### src/rtl/gs_kernel_loader.sv
// Kernel-stream front end: decodes header words through gs_decode, latches scalar config,
// streams payload words to memories and launches kernels. Optional checks: GS_LOADER_LEN_CHECK_EN.
module gs_kernel_loader #(
   parameter int K_OP_WIDTH      = 4,
   parameter int K_CONTROL_WIDTH = 9,
   parameter int K_LEN_WIDTH     = 12,
   parameter int K_DATA_WIDTH    = 32
) (
   input  logic                       clk,
   input  logic                       rst,
   input  logic [K_DATA_WIDTH-1:0]    k_data,
   input  logic                       k_valid,
   output logic                       k_ready,
   output logic [K_OP_WIDTH-1:0]      instr_k,
   input  logic [K_CONTROL_WIDTH-1:0] control_k,
   output logic [K_DATA_WIDTH-1:0]    grid_size,
   output logic [K_DATA_WIDTH-1:0]    block_size,
   output logic [K_DATA_WIDTH-1:0]    warp_count,
   output logic [K_DATA_WIDTH-1:0]    reg_count,
   output logic                       wr_en,
   output logic [3:0]                 wr_sel,
   output logic [K_LEN_WIDTH-1:0]     wr_addr,
   output logic [K_DATA_WIDTH-1:0]    wr_data,
   input  logic                       wr_ready,
   output logic                       kernel_start,
   output logic                       kernel_busy,
   input  logic                       kernel_done,
   output logic                       err
);

   typedef enum logic [1:0] {HDR, PAYLOAD, RUN} state_t;

   localparam logic [K_LEN_WIDTH-1:0] LEN_ONE = K_LEN_WIDTH'(1);

   state_t                     state, state_nx;
   logic [K_OP_WIDTH-1:0]      op_q;
   logic [K_LEN_WIDTH-1:0]     len_q;
   logic [K_LEN_WIDTH-1:0]     len_cnt;
   logic [K_CONTROL_WIDTH-1:0] ctrl_q;
   logic                       bad_q;
   logic                       start_q;
   logic                       hdr_hs;
   logic                       pay_hs;
   logic                       hdr_bad;
   logic                       scalar_hdr;
   logic                       mem_tgt;
   logic [K_OP_WIDTH-1:0]      hdr_op;
   logic [K_LEN_WIDTH-1:0]     hdr_len;

   assign hdr_op     = k_data[K_OP_WIDTH-1:0];
   assign hdr_len    = k_data[K_OP_WIDTH+K_LEN_WIDTH-1:K_OP_WIDTH];
   assign scalar_hdr = control_k[0] | control_k[1] | control_k[6] | control_k[7];
   assign mem_tgt    = |ctrl_q[5:2];

   assign instr_k      = (state == HDR) ? hdr_op : op_q;
   assign wr_addr      = len_cnt;
   assign wr_data      = k_data;
   assign kernel_start = start_q;
   assign kernel_busy  = (state == RUN);

`ifdef GS_LOADER_LEN_CHECK_EN
   logic err_q;

   assign hdr_bad = (control_k == '0)
                 || (scalar_hdr && (hdr_len != LEN_ONE))
                 || (control_k[8] && (hdr_len != '0));
   assign err     = err_q;

   always_ff @(posedge clk or posedge rst) begin
      if (rst)
         err_q <= 1'b0;
      else if (hdr_hs && hdr_bad)
         err_q <= 1'b1;
   end
`else
   assign hdr_bad = 1'b0;
   assign err     = 1'b0;
`endif

   // Next state and handshakes; a flagged header still drains its payload but writes nothing
   always_comb begin
      state_nx = state;
      k_ready  = 1'b0;
      wr_en    = 1'b0;
      wr_sel   = 4'b0000;
      hdr_hs   = 1'b0;
      pay_hs   = 1'b0;
      case (state)
         HDR: begin
            k_ready = 1'b1;
            hdr_hs  = k_valid;
            if (k_valid) begin
               if (control_k[8] && !hdr_bad)
                  state_nx = RUN;
               else if (hdr_len == '0)
                  state_nx = HDR;
               else
                  state_nx = PAYLOAD;
            end
         end
         PAYLOAD: begin
            if (mem_tgt && !bad_q) begin
               k_ready = wr_ready;
               wr_sel  = ctrl_q[5:2];
               wr_en   = k_valid & wr_ready;
            end else begin
               k_ready = 1'b1;
            end
            pay_hs = k_valid & k_ready;
            if (pay_hs && (len_cnt == len_q - LEN_ONE))
               state_nx = HDR;
         end
         RUN: begin
            if (kernel_done)
               state_nx = HDR;
         end
         default: state_nx = HDR;
      endcase
   end

   always_ff @(posedge clk or posedge rst) begin
      if (rst)
         state <= HDR;
      else
         state <= state_nx;
   end

   // Header latches, payload counter and the first-word scalar loads
   always_ff @(posedge clk or posedge rst) begin
      if (rst) begin
         op_q       <= '0;
         len_q      <= '0;
         ctrl_q     <= '0;
         bad_q      <= 1'b0;
         len_cnt    <= '0;
         start_q    <= 1'b0;
         grid_size  <= '0;
         block_size <= '0;
         warp_count <= '0;
         reg_count  <= '0;
      end else begin
         start_q <= hdr_hs && control_k[8] && !hdr_bad;
         if (hdr_hs) begin
            op_q    <= hdr_op;
            len_q   <= hdr_len;
            ctrl_q  <= control_k;
            bad_q   <= hdr_bad;
            len_cnt <= '0;
         end
         if (pay_hs) begin
            len_cnt <= len_cnt + LEN_ONE;
            if ((len_cnt == '0) && !bad_q) begin
               if (ctrl_q[0]) grid_size  <= k_data;
               if (ctrl_q[1]) block_size <= k_data;
               if (ctrl_q[6]) warp_count <= k_data;
               if (ctrl_q[7]) reg_count  <= k_data;
            end
         end
      end
   end

endmodule
### config.mk
export PLATFORM = sky130hd
export DESIGN_NAME = gs_kernel_loader
export DESIGN_NICKNAME = d
export VERILOG_FILES = /design/src/rtl/gs_kernel_loader.sv
export SDC_FILE = /design/constraint.sdc
export NUM_CORES = 1
export LEC_CHECK = 0
export ABC_AREA = 1
export CORE_MARGIN = 10
export CORE_UTILIZATION = 50
export DETAILED_ROUTE_END_ITERATION = 8
export GPL_TIMING_DRIVEN = 1
export MAX_ROUTING_LAYER = met4
export PLACE_DENSITY = 0.85
export SKIP_LAST_GASP = 1
export SYNTH_ARGS = -nofsm -noshare
export SYNTH_HDL_FRONTEND = slang
export SYNTH_SLANG_ARGS = --single-unit
### constraint.sdc
create_clock -name clk -period 11.3 [get_ports clk]
set_clock_uncertainty 0.1 [all_clocks]
set_input_delay 3.39 -clock clk [delete_from_list [all_inputs] [get_ports clk]]
set_output_delay 3.39 -clock clk [all_outputs]
set_load 0.05 [all_outputs]
---- Word-level counts from Yosys, hierarchy flattened ----
Cells that the tools add are included.
storage, ports and cells
  bits in read-only memories .............. 0
  logic and storage cells ................. 50
  input port bits ......................... 46
  RAM bits ................................ 0
  register bits after elaboration ......... 167
  memories kept ........................... 0
  latch bits .............................. 0
  output and inout bits ................... 185
operators by class
  $lt $le $gt $ge ......................... 0
  reductions and logical operators ........ 12
  bitwise logic cells ..................... 2
  shifts and indexed selects .............. 0
  div/mod/pow operators ................... 0
  add/sub/neg operators ................... 2
  multipliers ............................. 0
  equality and inequality tests ........... 6
  muxes and demuxes ....................... 18
operator list
  operator                                             count
  logical NOT 12 bit                                   2
  two-way mux 12 bit                                   2
  AND reduction 3 bit                                  5
  adder 12 x 1 -> 12 bit (second input constant)       1
  == test 12 bit                                       1
  two-way mux 4 bit                                    3
  subtractor 12 x 1 -> 12 bit (second input constant)  1
  two-way mux 2 bit                                    4
  two-way mux 1 bit                                    7
  one-hot mux 2 bit (3 select lines)                   1
  != test 2 bit (second input constant)                2
  OR reduction 4 bit                                   1
  bitwise AND 1 bit                                    2
  == test 2 x 1 -> 1 bit (second input constant)       1
  == test 2 bit (second input constant)                1
  logical AND 1 bit                                    2
  logical NOT 2 bit                                    1
  != test 2 x 1 -> 1 bit (second input constant)       1
  one-hot mux 1 bit (2 select lines)                   1
  nonzero test 2 bit                                   1

---- Longest topological paths before layout ----
Gate-level depths: netlist of the first run.
  depth after elaboration ................. 7
  mapped depth ............................ 14
  gate-level depth less buffers ........... 14

---- Worst setup path after synthesis of the first run ----
Ideal clock, no wire load.
  path type ............................... input port to output port
  from .................................... input port k_data[3]
  to ...................................... output port instr_k[3]
  path buffers ............................ 0
  cell stages on the path ................. 2
  setup slack ............................. 3235 ps
  required time ........................... 7810 ps
  arrival time ............................ 4575 ps
  cells stage by stage .................... inv_1 o21ai_0
between the ends
  longest elaborated chain between the ends .. 1
RTL lines
  what               RTL line  text
  start, declared    11        input logic [K_DATA_WIDTH-1:0] k_data,
  two-way mux 4 bit  55        assign instr_k = (state == HDR) ? hdr_op : op_q;
  end, declared      14        output logic [K_OP_WIDTH-1:0] instr_k,
Every way passes these cells.

---- Worst setup path after layout of the first run ----
Same ends and word-level chain as after synthesis.

==> flow_metrics.tcl, run 1 <==
set metrics [dict create \
    drc 0 \
    ys_warn_count 0 \
    grt_overflow_total 0 \
    status "finished clean" \
    vdd_ir_drop_max_mv 0.195 \
    dpl_worst_slack_ns 2.79 \
    die-area_mm2 0.0205 \
    track_usage 0.210 \
    place_hpwl_um 15300 \
    min_period_ns 8.53 \
    rsz0062_at_grt "no" \
    synth.distinct_cells 36 \
    fin_nets 1036 \
    antenna_found_initial 0 \
    grt_max_degree 97 \
    grt_pass1_vias 6008 \
    p_total_uw 3270 \
    multi_input_area_mm2 0.00255 \
    cp-start-kind "primary input" \
    drtAntennaViolNets 0 \
    avgSynthCellArea_um2 9.45 \
    max_slew_margin 0.400 \
    fin_crit_sh 0.755 \
    drv_slew 0 \
    synth_area_mm2 0.00759 \
    crit_fanout 6 \
    io_pins 231 \
    clk_pin_slew_ns 0.06 \
    routedWlPerCell_um 17.8 \
    p_per_area_mw_per_mm2 321 \
    synthCells 803 \
    numCtsBuffers 17 \
    synthesis.nets 852 \
    die_w_um 143 \
    ctsRootBufferMaster "clkbuf_16" \
    insertion_delay_ns 0.42 \
    rows 44 \
    grt_pass1_wl_um 33000 \
    finalWorstSetupSlack_ns 2.77 \
    end_kind "primary output" \
    start_util 0.516 \
    cts_tree "yes" \
    htreeDepth 4 \
    whs_ns 0.381 \
    hp-class "reg2reg" \
    arrival_ns 5.04 \
    portBuffers 229 \
    cap_violations 0 \
    crit_required_ns 7.81 \
    cts.path.max_buffers 2 \
    cts-resized-gates 0 \
    fmax_mhz 117 \
    globalplace.congestion 0.940 \
    dr.pass1.iters 5 \
    worst_pin_slew_ns 0.901 \
    die_height_um 143 \
    finalHoldViolations 0 \
    cts_sinks 167 \
    synth-seq-cells 167 \
    coreArea_mm2 0.0147 \
    vias 6097 \
    setup_viol 0 \
    drt_iter0_drc 525 \
    ys_seq_area_frac 0.551 \
    fillers 1151 \
    leakage_uw 0.00476 \
    hold_buffers 0 \
    setup_tns_ns 0 \
    drive_gt1_frac 0.112 \
    syn_to_final_growth_pct 34.0 \
    wl_um 21100 \
    worstSetupPathType "in2out" \
    post_cts_buffers 0 \
    vias_per_cell 5.15 \
    diodes 0 \
    regArea_mm2 0.00418 \
]
layout make-up:
cell class,count,area share
inverters,77,0.0290
flip-flops and latches,167,0.411
multi-input cells,493,0.251
well taps,184,0.0226
repair buffers,231,0.227
clock inverters,12,0.0160
clock buffers,20,0.0439
routing by layer:
metal | share of wire | track usage
met5 | 0 | -
met4 | 0.019 | 0.0706
met3 | 0.094 | 0.0697
met2 | 0.49 | 0.335
met1 | 0.40 | 0.245
critical path, cell delays in order:
cell and delay [ns]:
clkdlybuf4s50_1 0.47, inv_1 0.10, o21ai_0 0.23, clkdlybuf4s50_1 0.85
path summary, 6_finish.rpt:
path	from	endpoint	slack, ns	cells after the start
min in group asynchronous	rst	block_size[12]$_DFFE_PP0P_	3.43	2
max reg2reg	wr_addr[10]$_DFFE_PP0P_	grid_size[7]$_DFFE_PP0P_	8.84	5
max in group asynchronous	rst	block_size[29]$_DFFE_PP0P_	6.25	3
max	k_data[3]	instr_k[3]	2.77	4
min reg2reg	block_size[9]$_DFFE_PP0P_	block_size[9]$_DFFE_PP0P_	0.38	2
min	block_size[9]$_DFFE_PP0P_	block_size[9]$_DFFE_PP0P_	0.38	2
sequential cells by signal, summed over array words and instances (netlist names):
register	flops
wr_addr	12
state	2
warp_count	32
op_q	4
grid_size	32
len_q	12
kernel_start	1
block_size	32
ctrl_q	8
reg_count	32
cell usage in the layout (no fill, tap or decap), drive strengths merged:
cell type / netlist / final
nand2: 227 / 227
clkdlybuf4s50: 0 / 229
nand3b: 5 / 5
inv: 75 / 80
dfrtp: 167 / 167
conb: 1 / 1
clkinvlp: 0 / 2
a31oi: 3 / 3
nand3: 17 / 17
clkinv: 2 / 4
buf: 65 / 2
o311ai: 1 / 1
a22oi: 1 / 1
bufinv: 0 / 3
ha: 3 / 3
a21oi: 6 / 6
nor3: 2 / 2
o22ai: 3 / 3
o21ai: 166 / 166
nor4: 2 / 2
nand4: 4 / 4
xnor2: 4 / 4
clkbuf: 1 / 20
nor2: 41 / 41
xor2: 6 / 6
o32ai: 1 / 1
power breakdown:
| part | total, uW | leakage, uW | switching (uW) | internal [uW] |
|---|---|---|---|---|
| logic | 1700 | 0.00231 | 1170 | 535 |
| registers | 970 | 0.00215 | 146 | 824 |
| clock network | 597 | 0.000292 | 240 | 357 |
cell usage after synthesis, drive strengths merged:
library cell	n	share of area
nor4	2	0.0045
a22oi	1	0.00099
conb	1	0.00049
xor2	6	0.0069
nand2	227	0.11
o21ai	166	0.14
nand4	4	0.0041
a31oi	3	0.0025
o32ai	1	0.0012
nand3	17	0.013
clkinv	2	0.0012
clkbuf	1	0.00049
ha	3	0.0049
inv	75	0.037
nand3b	5	0.012
a21oi	6	0.0040
nor2	41	0.022
xnor2	4	0.0046
buf	65	0.075
dfrtp	167	0.55
nor3	2	0.0026
o311ai	1	0.0012
o22ai	3	0.0025
stage by stage:
stage	instances	area [um^2]	utilization
final	1184	10200	0.692
after global routing	1184	10200	0.692
after CTS	1184	10200	0.692
after detailed placement	1152	9560	0.650
after global placement	1152	9560	0.650
after floorplan	803	7590	-
kinds of logic after synthesis:
family | share of synthesized area
buffers and inverters | 0.114
AOI/OAI and AO/OA | 0.148
xor gates and xnor gates | 0.0115
adders and majority gates | 0.00495
DFF | 0.551
other | 0.000494
and+or+nand+nor | 0.170
(Power assumes the default switching activity.)
==> inputs of run 2 (changes only) <==
- CORE_UTILIZATION: 50 -> 43
- PLACE_DENSITY: 0.85 -> 0.77
- clock period: 11.3 -> 7.7 ns (I/O delays scaled with it)
==> run 2 against run 1 <==
  * Global-route usage fell by 2.6 points
  * Clock-buffer cell count fell by 1
  * Clock power rose by 48%
  * Cell count rose by 3.5%
  * Via count fell by 1.7%
  * Sequential power rose by 46%
  * Critical path type unchanged
  * Largest cell class unchanged
  * Highest routed layer unchanged
==> flow_metrics.tcl, run 2 (same netlist as run 1, synthesis figures left out) <==
set metrics [dict create \
    status "finished clean" \
    track_usage 0.184 \
    drc 0 \
    worst_path_largest_cell_delay_ns 0.81 \
    setup_viol 0 \
    cap_violations 0 \
    place_hpwl_um 15500 \
    end_kind "primary output" \
    crit_path_frequent_cell "clkdlybuf4s50_1" \
    dpl_worst_slack_ns 1.36 \
    fillers 1543 \
    pwr-share-clk 0.185 \
    hp-class "reg2reg" \
    post_cts_buffers 0 \
    crit_required_ns 5.29 \
    ctsRootBufferMaster "clkbuf_16" \
    arrival_ns 3.93 \
    holdPathStages 2 \
    clk_pin_slew_ns 0.06 \
    fin_crit_sh 0.823 \
    setup_tns_ns 0 \
    vdd_ir_drop_max_mv 0.230 \
    insertion_delay_ns 0.41 \
    worst_pin_slew_ns 0.855 \
    numCtsBuffers 17 \
    htreeDepth 4 \
    rows 48 \
    rsz0062_at_grt "no" \
    slowest_stage "clkdlybuf4s50_1" \
    fin_nets 1037 \
    finalHoldViolations 0 \
    fmax_mhz 158 \
    crit_fanout 5 \
    path_cells "clkdlybuf4s50_1, nand3_1, nor2_1, clkdlybuf4s50_1" \
    die_w_um 153 \
    leakage_uw 0.00477 \
    routedWlPerCell_um 17.2 \
    syn_to_final_growth_pct 34.9 \
    antenna_found_initial 0 \
    hold_buffers 0 \
    final_design_area_no_fill_mm2 0.0102 \
    start_util 0.439 \
    final_cell_mix "229 x clkdlybuf4s50_1, 226 x nand2_1, 167 x dfrtp_1" \
    seq_power_share 0.297 \
    grt_max_degree 68 \
    die-area_mm2 0.0234 \
    wl_um 21100 \
    portBuffers 229 \
    die_height_um 153 \
    grt_pass1_vias 6091 \
    cts.path.max_buffers 2 \
    p_int_uw 2530 \
    worstSetupPathType "in2out" \
    p_per_area_mw_per_mm2 468 \
    drv_slew 0 \
    cts-resized-gates 0 \
    r2r_cells 5 \
    io_pins 231 \
    drive_gt1_frac 0.115 \
    coreArea_mm2 0.0173 \
    place_area_mm2 0.00962 \
    layout_commonest_cell "clkdlybuf4s50_1" \
    vias_per_cell 4.89 \
    vias 5993 \
    p_total_uw 4790 \
    diodes 0 \
    finalWorstSetupSlack_ns 1.36 \
    max_slew_margin 0.430 \
    drt_iter0_drc 339 \
    cts_sinks 167 \
    cp-start-kind "primary input" \
    min_period_ns 6.34 \
    dr.pass1.iters 5 \
    p_sw_uw 2260 \
    globalplace.congestion 0.885 \
    swShare 0.472 \
    grt_overflow_total 0 \
    combPwrFrac 0.518 \
    grt_pass1_wl_um 34100 \
    drtAntennaViolNets 0 \
    cts_tree "yes" \
]
[run 2: cell count changes in the layout (fill, tap and decap cells not counted), sizes merged]
cell    previous run  this run
clkinv             4         7
clkbuf            20        19
inv               80        78
buf                2         3
[run 2: power by group through the flow]
stage / Clock (uW) / Sequential (uW) / Combinational [uW]
3_5_place_dp: 0 / 1430 / 2500
3_3_place_gp: 0 / 1420 / 2470
6_report: 885 / 1420 / 2480
2_1_floorplan: 0 / 2340 / 761
5_1_grt: 939 / 1460 / 2630
4_1_cts: 903 / 1420 / 2500
[run 2: final timing paths]
| kind | from | to | slack, ns |
|---|---|---|---|
| max reg2reg | wr_addr[10]$_DFFE_PP0P_ | warp_count[28]$_DFFE_PP0P_ | 5.23 |
| max in group asynchronous | rst | reg_count[5]$_DFFE_PP0P_ | 4.02 |
| min in group asynchronous | rst | warp_count[15]$_DFFE_PP0P_ | 2.26 |
| max | k_valid | wr_en | 1.36 |
| min | grid_size[22]$_DFFE_PP0P_ | grid_size[22]$_DFFE_PP0P_ | 0.38 |
| min reg2reg | grid_size[22]$_DFFE_PP0P_ | grid_size[22]$_DFFE_PP0P_ | 0.38 |
[run 2: critical path, delay by kind of cell]
kind          cells  cell delay [ns]
buf+inv           2             1.41
simple gates      2             0.20
[run 2: final cells by class]
type	instances	area (um^2)	share of cell area
flip-flops and latches	167	4180	0.408
multi-input cells	493	2550	0.249
repair buffers	232	2310	0.226
clock buffers	19	453	0.0442
inverters	77	295	0.0288
well taps	225	282	0.0275
clock inverters	13	168	0.0164
[run 2: routing by layer]
layer | vias to the layer above | global-route usage | wire length (um)
met5 | - | - | 0
met1 | 2879 | 0.213 | 8770
li1 | 2929 | - | -
met2 | 158 | 0.296 | 10300
met4 | 0 | 0.0686 | 508
met3 | 27 | 0.0556 | 1470
[run 2: stage by stage]
step / cells / utilization / hold slack (ns)
detailed placement: 1194 / 0.556 / 0.366
finish: 1226 / 0.592 / 0.379
floorplan: 803 / - / 0.353
global route: 1226 / 0.592 / 0.402
CTS: 1226 / 0.592 / 0.382
global placement: 1194 / 0.556 / 0.363
==> inputs of run 3 (changes only) <==
- clock period: 7.7 -> 5.7 ns (I/O delays scaled with it)
==> run 3 against run 2 <==
  * Sequential share of layout area about the same
  * Design area about the same
  * Via count increased by 0.83%
  * Clock-buffer cell count increased by 2
  * Core utilization about the same
  * Sequential power increased by 35%
  * Combinational power increased by 35%
  * Die area unchanged
  * Critical path type unchanged
  * Largest cell class unchanged
  * Largest power group unchanged
  * Highest routed layer unchanged
==> flow_metrics.tcl, run 3 (same netlist as run 1, synthesis figures left out) <==
set metrics [dict create \
    globalplace.congestion 0.879 \
    finalWorstSetupSlack_ns 0.569 \
    grt_pass1_vias 6006 \
    p_total_uw 6450 \
    fin_nets 1037 \
    io_pins 231 \
    crit_required_ns 3.89 \
    vias 6043 \
    fillers 1541 \
    vdd_ir_drop_max_mv 0.387 \
    r2r_setup_slack_ns 3.24 \
    seq_power_share 0.298 \
    max_slew_margin 0.340 \
    drv_slew 0 \
    drive_gt1_frac 0.111 \
    numCtsBuffers 17 \
    swShare 0.473 \
    routedWlPerCell_um 17.4 \
    grt_max_degree 72 \
    rows 48 \
    cp_num_buf_inv 2 \
    multi_input_area_mm2 0.00255 \
    whs_ns 0.380 \
    whs_endpoint "warp_count[24]$_DFFE_PP0P_" \
    start_util 0.439 \
    timing.rr.start "wr_addr[10]$_DFFE_PP0P_" \
    syn_to_final_growth_pct 34.9 \
    wl_um 21300 \
    ctsRootBufferMaster "clkbuf_16" \
    rsz0062_at_grt "no" \
    portBuffers 229 \
    final_cells 1225 \
    crit_path_frequent_cell "clkdlybuf4s50_1" \
    htreeDepth 4 \
    dpl_worst_slack_ns 0.568 \
    track_usage 0.188 \
    combPwrFrac 0.521 \
    slowest_stage "clkdlybuf4s50_1" \
    die_height_um 153 \
    p_int_uw 3400 \
    worst_pin_slew_ns 0.988 \
    grt_overflow_total 0 \
    path_cells "clkdlybuf4s50_1, nand3_1, nor2_1, clkdlybuf4s50_1" \
    r2r_cells 5 \
    cts-resized-gates 0 \
    grt_pass1_wl_um 34300 \
    cp-start-kind "primary input" \
    antenna_found_initial 0 \
    p_per_area_mw_per_mm2 630 \
    cts_sinks 167 \
    cts.path.max_buffers 2 \
    hold_buffers 0 \
    dp_cells 1194 \
    min_period_ns 5.13 \
    arrival_ns 3.32 \
    final_cell_mix "229 x clkdlybuf4s50_1, 226 x nand2_1, 167 x dfrtp_1" \
    reg2reg_to "warp_count[12]$_DFFE_PP0P_" \
    place_hpwl_um 15500 \
    drt_iter0_drc 334 \
    post_cts_buffers 0 \
    setup_viol 0 \
    cp_top_family "buffers and inverters" \
    dr.pass1.iters 5 \
    leakage_uw 0.00477 \
    end_kind "primary output" \
    clk_pin_slew_ns 0.06 \
    worstSetupPathType "in2out" \
    cap_violations 0 \
    min-delay-start "warp_count[24]$_DFFE_PP0P_" \
    p_sw_uw 3050 \
    status "finished clean" \
    insertion_delay_ns 0.42 \
    finalHoldViolations 0 \
    cts_tree "yes" \
    fmax_mhz 195 \
    regArea_mm2 0.00418 \
    die_w_um 153 \
    crit_fanout 5 \
    hp-class "reg2reg" \
    fin_crit_sh 0.900 \
    die-area_mm2 0.0234 \
    holdPathStages 2 \
    worst_path_largest_cell_delay_ns 0.81 \
    setup_tns_ns 0 \
    coreArea_mm2 0.0173 \
    diodes 0 \
    vias_per_cell 4.93 \
    pwr-share-clk 0.182 \
    layout_commonest_cell "clkdlybuf4s50_1" \
    drtAntennaViolNets 0 \
    drc 0 \
]
==> run 3: metrics by stage <==
step | area (um^2) | util
floorplan | 7590 | -
global placement | 9640 | 0.558
detailed placement | 9640 | 0.558
CTS | 10200 | 0.592
global route | 10200 | 0.592
finish | 10200 | 0.592
==> run 3: layout make-up <==
| class | count | share of cell area |
|---|---|---|
| Clock buffer | 21 | 0.0440 |
| Clock inverter | 10 | 0.0141 |
| Inverter | 77 | 0.0287 |
| Multi-Input combinational cell | 493 | 0.249 |
| Sequential cell | 167 | 0.408 |
| Tap cell | 225 | 0.0275 |
| Timing Repair Buffer | 232 | 0.229 |
==> run 3: worst min-delay path: stages (launching register included) <==
cell	delay [ns]
dfrtp_1	0.34
nand2_1	0.06
o21ai_2	0.05
==> run 3: worst max path at each step <==
stage                             to  depth (start not counted)      start
final                          wr_en                          4    k_valid
after global routing      instr_k[3]                          4  k_data[3]
after CTS                      wr_en                          4    k_valid
after detailed placement       wr_en                          4    k_valid
after global placement         wr_en                          4    k_valid
after floorplan           instr_k[3]                          2  k_data[3]
==> run 3: per-layer routing <==
| metal | vias up | share of wire | global-route usage |
|---|---|---|---|
| li1 | 2920 | - | - |
| met1 | 2880 | 0.42 | 0.223 |
| met2 | 206 | 0.48 | 0.292 |
| met3 | 37 | 0.074 | 0.0612 |
| met4 | 0 | 0.025 | 0.0690 |
| met5 | - | 0 | - |
==> run 3: power by group through the flow <==
stage,clock network (uW),registers [uW],logic [uW]
global route,1250,1980,3580
CTS,1200,1920,3390
finish,1170,1920,3360
global placement,0,1910,3340
detailed placement,0,1930,3380
floorplan,0,3160,1030
==> RTL edit 1: new RTL, flow settings as in run 2 <==
Add a define of `GS_LOADER_LEN_CHECK_EN`.
--- a/src/rtl/gs_kernel_loader.sv
+++ b/src/rtl/gs_kernel_loader.sv
@@ -1,4 +1,6 @@
 // Kernel-stream front end: decodes header words through gs_decode, latches scalar config,
 // streams payload words to memories and launches kernels. Optional checks: GS_LOADER_LEN_CHECK_EN.
+`define GS_LOADER_LEN_CHECK_EN
+
 module gs_kernel_loader #(
    parameter int K_OP_WIDTH      = 4,
Check against the original RTL: not equivalent (Yosys sat finds a counterexample within 4 cycles, from zero or initial values and one cycle with rst high).
==> RTL edit 1 against run 2 <==
Die area is 4.0% lower. Combinational power decreased by 12%. Non-clock buffer count up 5. Fmax down 0.59%. Synthesized area down 4.6%. Cell count grew 1.5%. Critical path depth did not move. Register-to-register slack worse by 0.46 ns. Design area decreased by 1.8%. Critical endpoint unchanged. Sequential cell count increased by 2. Setup slack lost 0.037 ns. Routed wire length increased by 2.5%. Largest cell class unchanged. Total power fell by 8.5%.
==> RTL edit 1: results (changes against run 2) <==
status:
  run_status: "complete, no violations"
critical_path:
  crit_path_max_fanout: 2  # -3
  r2r_end: "grid_size[25]"
  cpPeakStageDelay_ns: 0.85  # +0.04 ns
  arrival_ns: 3.96  # +0.03 ns
  ff2ff_path_depth: 9  # +4
logic_synthesis:
  synth_nets: 871  # +2.2%
  yosys.area_share.adder_pct: 0.519  # +0.024 points
  synth_compound_area_share_pct: 12.3  # -2.6 points
  synthXorXnorAreaFrac_pct: 0.726  # -0.43 points
  synth_commonest_cells: "nand2_1, dfrtp_1, o21ai_0, inv_1, buf_4"
  synth_area_leaders: "dfrtp_1, nand2_1, o21ai_0"
global_routing:
  grt_pass1_vias: 5968  # -2.0%
  grt_max_degree: 97  # +43%
  grt_use_met1_pct: 22.6  # +1.3 points
  track_usage_pct: 19.3  # +0.86 points
  gr-usage-met3_pct: 6.94  # +1.4 points
  grt_pass1_wl_um: 33100  # -3.0%
hold_path:
  hp-start: "err"
  worstHoldEndpoint: "err"
drt:
  drt_first_pass_iters: 7  # +2
  wl_met2_um: 10500  # +1.7%
  m1WireLength_um: 8790  # +0.23%
  wl_met3_um: 1950  # +33%
  avgRoutedWirePerCell_um: 17.4  # +0.93%
place:
  gp_congestion: 0.876  # -1.1%
  hpwlAfterDp_um: 15700  # +0.92%
  io_buffers: 230  # +0.44%
power:
  p_comb_mw: 2.19  # -12%
  intPower_mw: 2.33  # -7.8%
  total_power_mw: 4.38  # -8.5%
  leakage_nw: 4.62  # -3.2%
  pg_clk_uw: 833  # -5.9%
finish:
  fin_nets: 1064  # +2.6%
  fill_cells: 1403  # -9.1%
  drive_above_1_share_pct: 4.20  # -7.3 points
timing:
  slew_headroom_pct: 42.4  # -0.59 points
  holdWs_ns: 0.379  # +0.000486 ns
==> RTL edit 1: cell types whose count changed after synthesis, sizes merged, moves of 4 or more <==
| cell | before | now |
|---|---|---|
| buf | 65 | 48 |
| clkbuf | 1 | 15 |
| nand3 | 17 | 31 |
| nand2 | 227 | 239 |
| nor2 | 41 | 29 |
| inv | 75 | 82 |
| nor3 | 2 | 9 |
| a21oi | 6 | 1 |
| xor2 | 6 | 2 |
==> RTL edit 1: cell type report <==
cell class              count  area share (%)
clock inverters             9            1.17
flip-flops and latches    169            42.1
repair buffers            237            23.4
clock buffers              20            4.44
multi-input cells         507            23.0
well taps                 220            2.74
inverters                  83            3.15
==> RTL edit 1: through the flow <==
step | std cells | instance area, um^2 | util (%)
2_1_floorplan | 822 | 7240 | -
3_3_place_gp | 1216 | 9490 | 57.4
3_5_place_dp | 1216 | 9490 | 57.4
4_1_cts | 1245 | 10100 | 60.9
5_1_grt | 1245 | 10100 | 60.9
6_report | 1245 | 10100 | 60.9
==> RTL edit 2: new RTL, config.mk and constraints of run 2 <==
Without the edit above. Re-encode `state_t` (3 states) as one-hot, 3 bits wide.
--- a/src/rtl/gs_kernel_loader.sv
+++ b/src/rtl/gs_kernel_loader.sv
@@ -29,5 +29,5 @@
 );
 
-   typedef enum logic [1:0] {HDR, PAYLOAD, RUN} state_t;
+   typedef enum logic [2:0] {HDR = 3'b001, PAYLOAD = 3'b010, RUN = 3'b100} state_t;
 
    localparam logic [K_LEN_WIDTH-1:0] LEN_ONE = K_LEN_WIDTH'(1);
Function: same outputs for any inputs over 4 cycles, from zero or initial values and one cycle with rst high; so few cycles prove little.
==> RTL edit 2 against run 2 <==
Via count grew 1.0%. Design area shrank 0.93%. Sequential cell count grew 1. Combinational power shrank 24%. Synthesized area shrank 2.0%. Routed wire length grew 0.78%. Setup slack lost 0.14 ns. Synthesized cell count grew 0.50%. Total power shrank 14%. Sequential share of layout area grew 0.64 points. Largest power group unchanged.
==> RTL edit 2: results (changes against run 2) <==
critical_path:
  rrSetupSlack_ns: 5.03  # -0.20 ns
  r2r_end: "warp_count[13]"
  arrival_ns: 4.07  # +0.14 ns
  ff2ff_path_depth: 7  # +2
  crit_path_max_fanout: 3  # -2
  reg2reg_from: "wr_addr[0]"
  startpoint: "k_valid"
drt:
  drtIter0Drc: 363  # +7.1%
  avgRoutedWirePerCell_um: 17.2  # +0.12%
  via_per_inst: 4.91  # +0.36%
finish:
  fill_cells: 1515  # -1.8%
  fin_nets: 1045  # +0.77%
  drive_above_1_share_pct: 7.33  # -4.2 points
status:
  run_status: "complete, no violations"
logic_synthesis:
  synth_area_leaders: "dfrtp_1, nand2_1, o21ai_1"
  yosysSeqAreaShare_pct: 56.5  # +1.5 points
  synth_nets: 856  # +0.47%
  synth_commonest_cells: "nand2_1, dfrtp_1, o21ai_1, inv_1, nor2_1"
  async_reset_ff_share_pct: 100  # unchanged
  synth.distinct_cells: 33  # -8.3%
cts:
  cts_buffer_depth: 2  # unchanged
  clkLatencyLatePin_ns: 0.43  # +0.02 ns
timing:
  worst_slew_pin_slew_ns: 0.860  # +0.00544 ns
power:
  ir_drop_mv: 0.270  # +17%
  leakage_nw: 4.65  # -2.5%
global_routing:
  grt_pass1_vias: 6024  # -1.1%
  track_usage_pct: 19.0  # +0.59 points
  grt_pass1_wl_um: 32900  # -3.5%
  grt_max_degree: 70  # +2.9%
place:
  placed_area_mm2: 0.00951  # -1.2%
  hpwlAfterDp_um: 15200  # -2.4%
  gp_congestion: 0.911  # +2.9%
## RTL edit 2: critical path: stages
cell             delay [ns]
clkdlybuf4s50_1        0.51
inv_1                  0.08
nor2_1                 0.18
and3_1                 0.18
clkdlybuf4s50_1        0.80
## RTL edit 2: final cells by class
cell class	instances	area [um^2]	area share [%]
Clock buffer	17	425	4.19
Sequential cell	168	4210	41.5
Tap cell	225	282	2.78
Clock inverter	15	214	2.11
Timing Repair Buffer	232	2310	22.8
Inverter	78	300	2.96
Multi-Input combinational cell	499	2400	23.7
## RTL edit 2: power by group
part	switching (mW)	internal, mW
clock	0.375	0.552
sequential	0.169	1.14
combinational	1.30	0.593
## RTL edit 2: how the worst min path moves through the flow
stage / depth (start not counted) / endpoint / startpoint
floorplan: 2 / op_q[0] / op_q[0]
global placement: 2 / warp_count[22] / warp_count[22]
detailed placement: 2 / reg_count[29] / reg_count[29]
CTS: 2 / grid_size[4] / grid_size[4]
global route: 2 / block_size[23] / block_size[23]
finish: 2 / warp_count[21] / warp_count[21]
## RTL edit 2: cell families after synthesis
family / after synthesis / synth area share (%)
AOI/OAI and AO/OA: 170 / 12.7
xor gates and xnor gates: 8 / 0.942
adders and majority gates: 3 / 0.505
buffers and inverters: 140 / 11.2
DFF: 168 / 56.5
other: 1 / 0.0504
and+or+nand+nor: 317 / 18.1
## RTL edit 2: through the flow
step	instances	worst slack [ns]	hold WS (ns)	utilization (%)
after CTS	1234	1.21	0.387	59.3
after floorplan	807	0.745	0.353	-
after detailed placement	1202	1.22	0.370	55.5
final	1234	1.22	0.387	59.3
after global placement	1202	1.29	0.363	55.5
after global routing	1234	1.13	0.408	59.3
## RTL edit 2: layer usage
metal / part of all wire [%] / wire (um) / track usage [%]
met5: 0 / 0 / -
met4: 2.4 / 505 / 7.44
met3: 9.3 / 1970 / 5.97
met2: 48 / 10100 / 30.1
met1: 41 / 8630 / 22.2
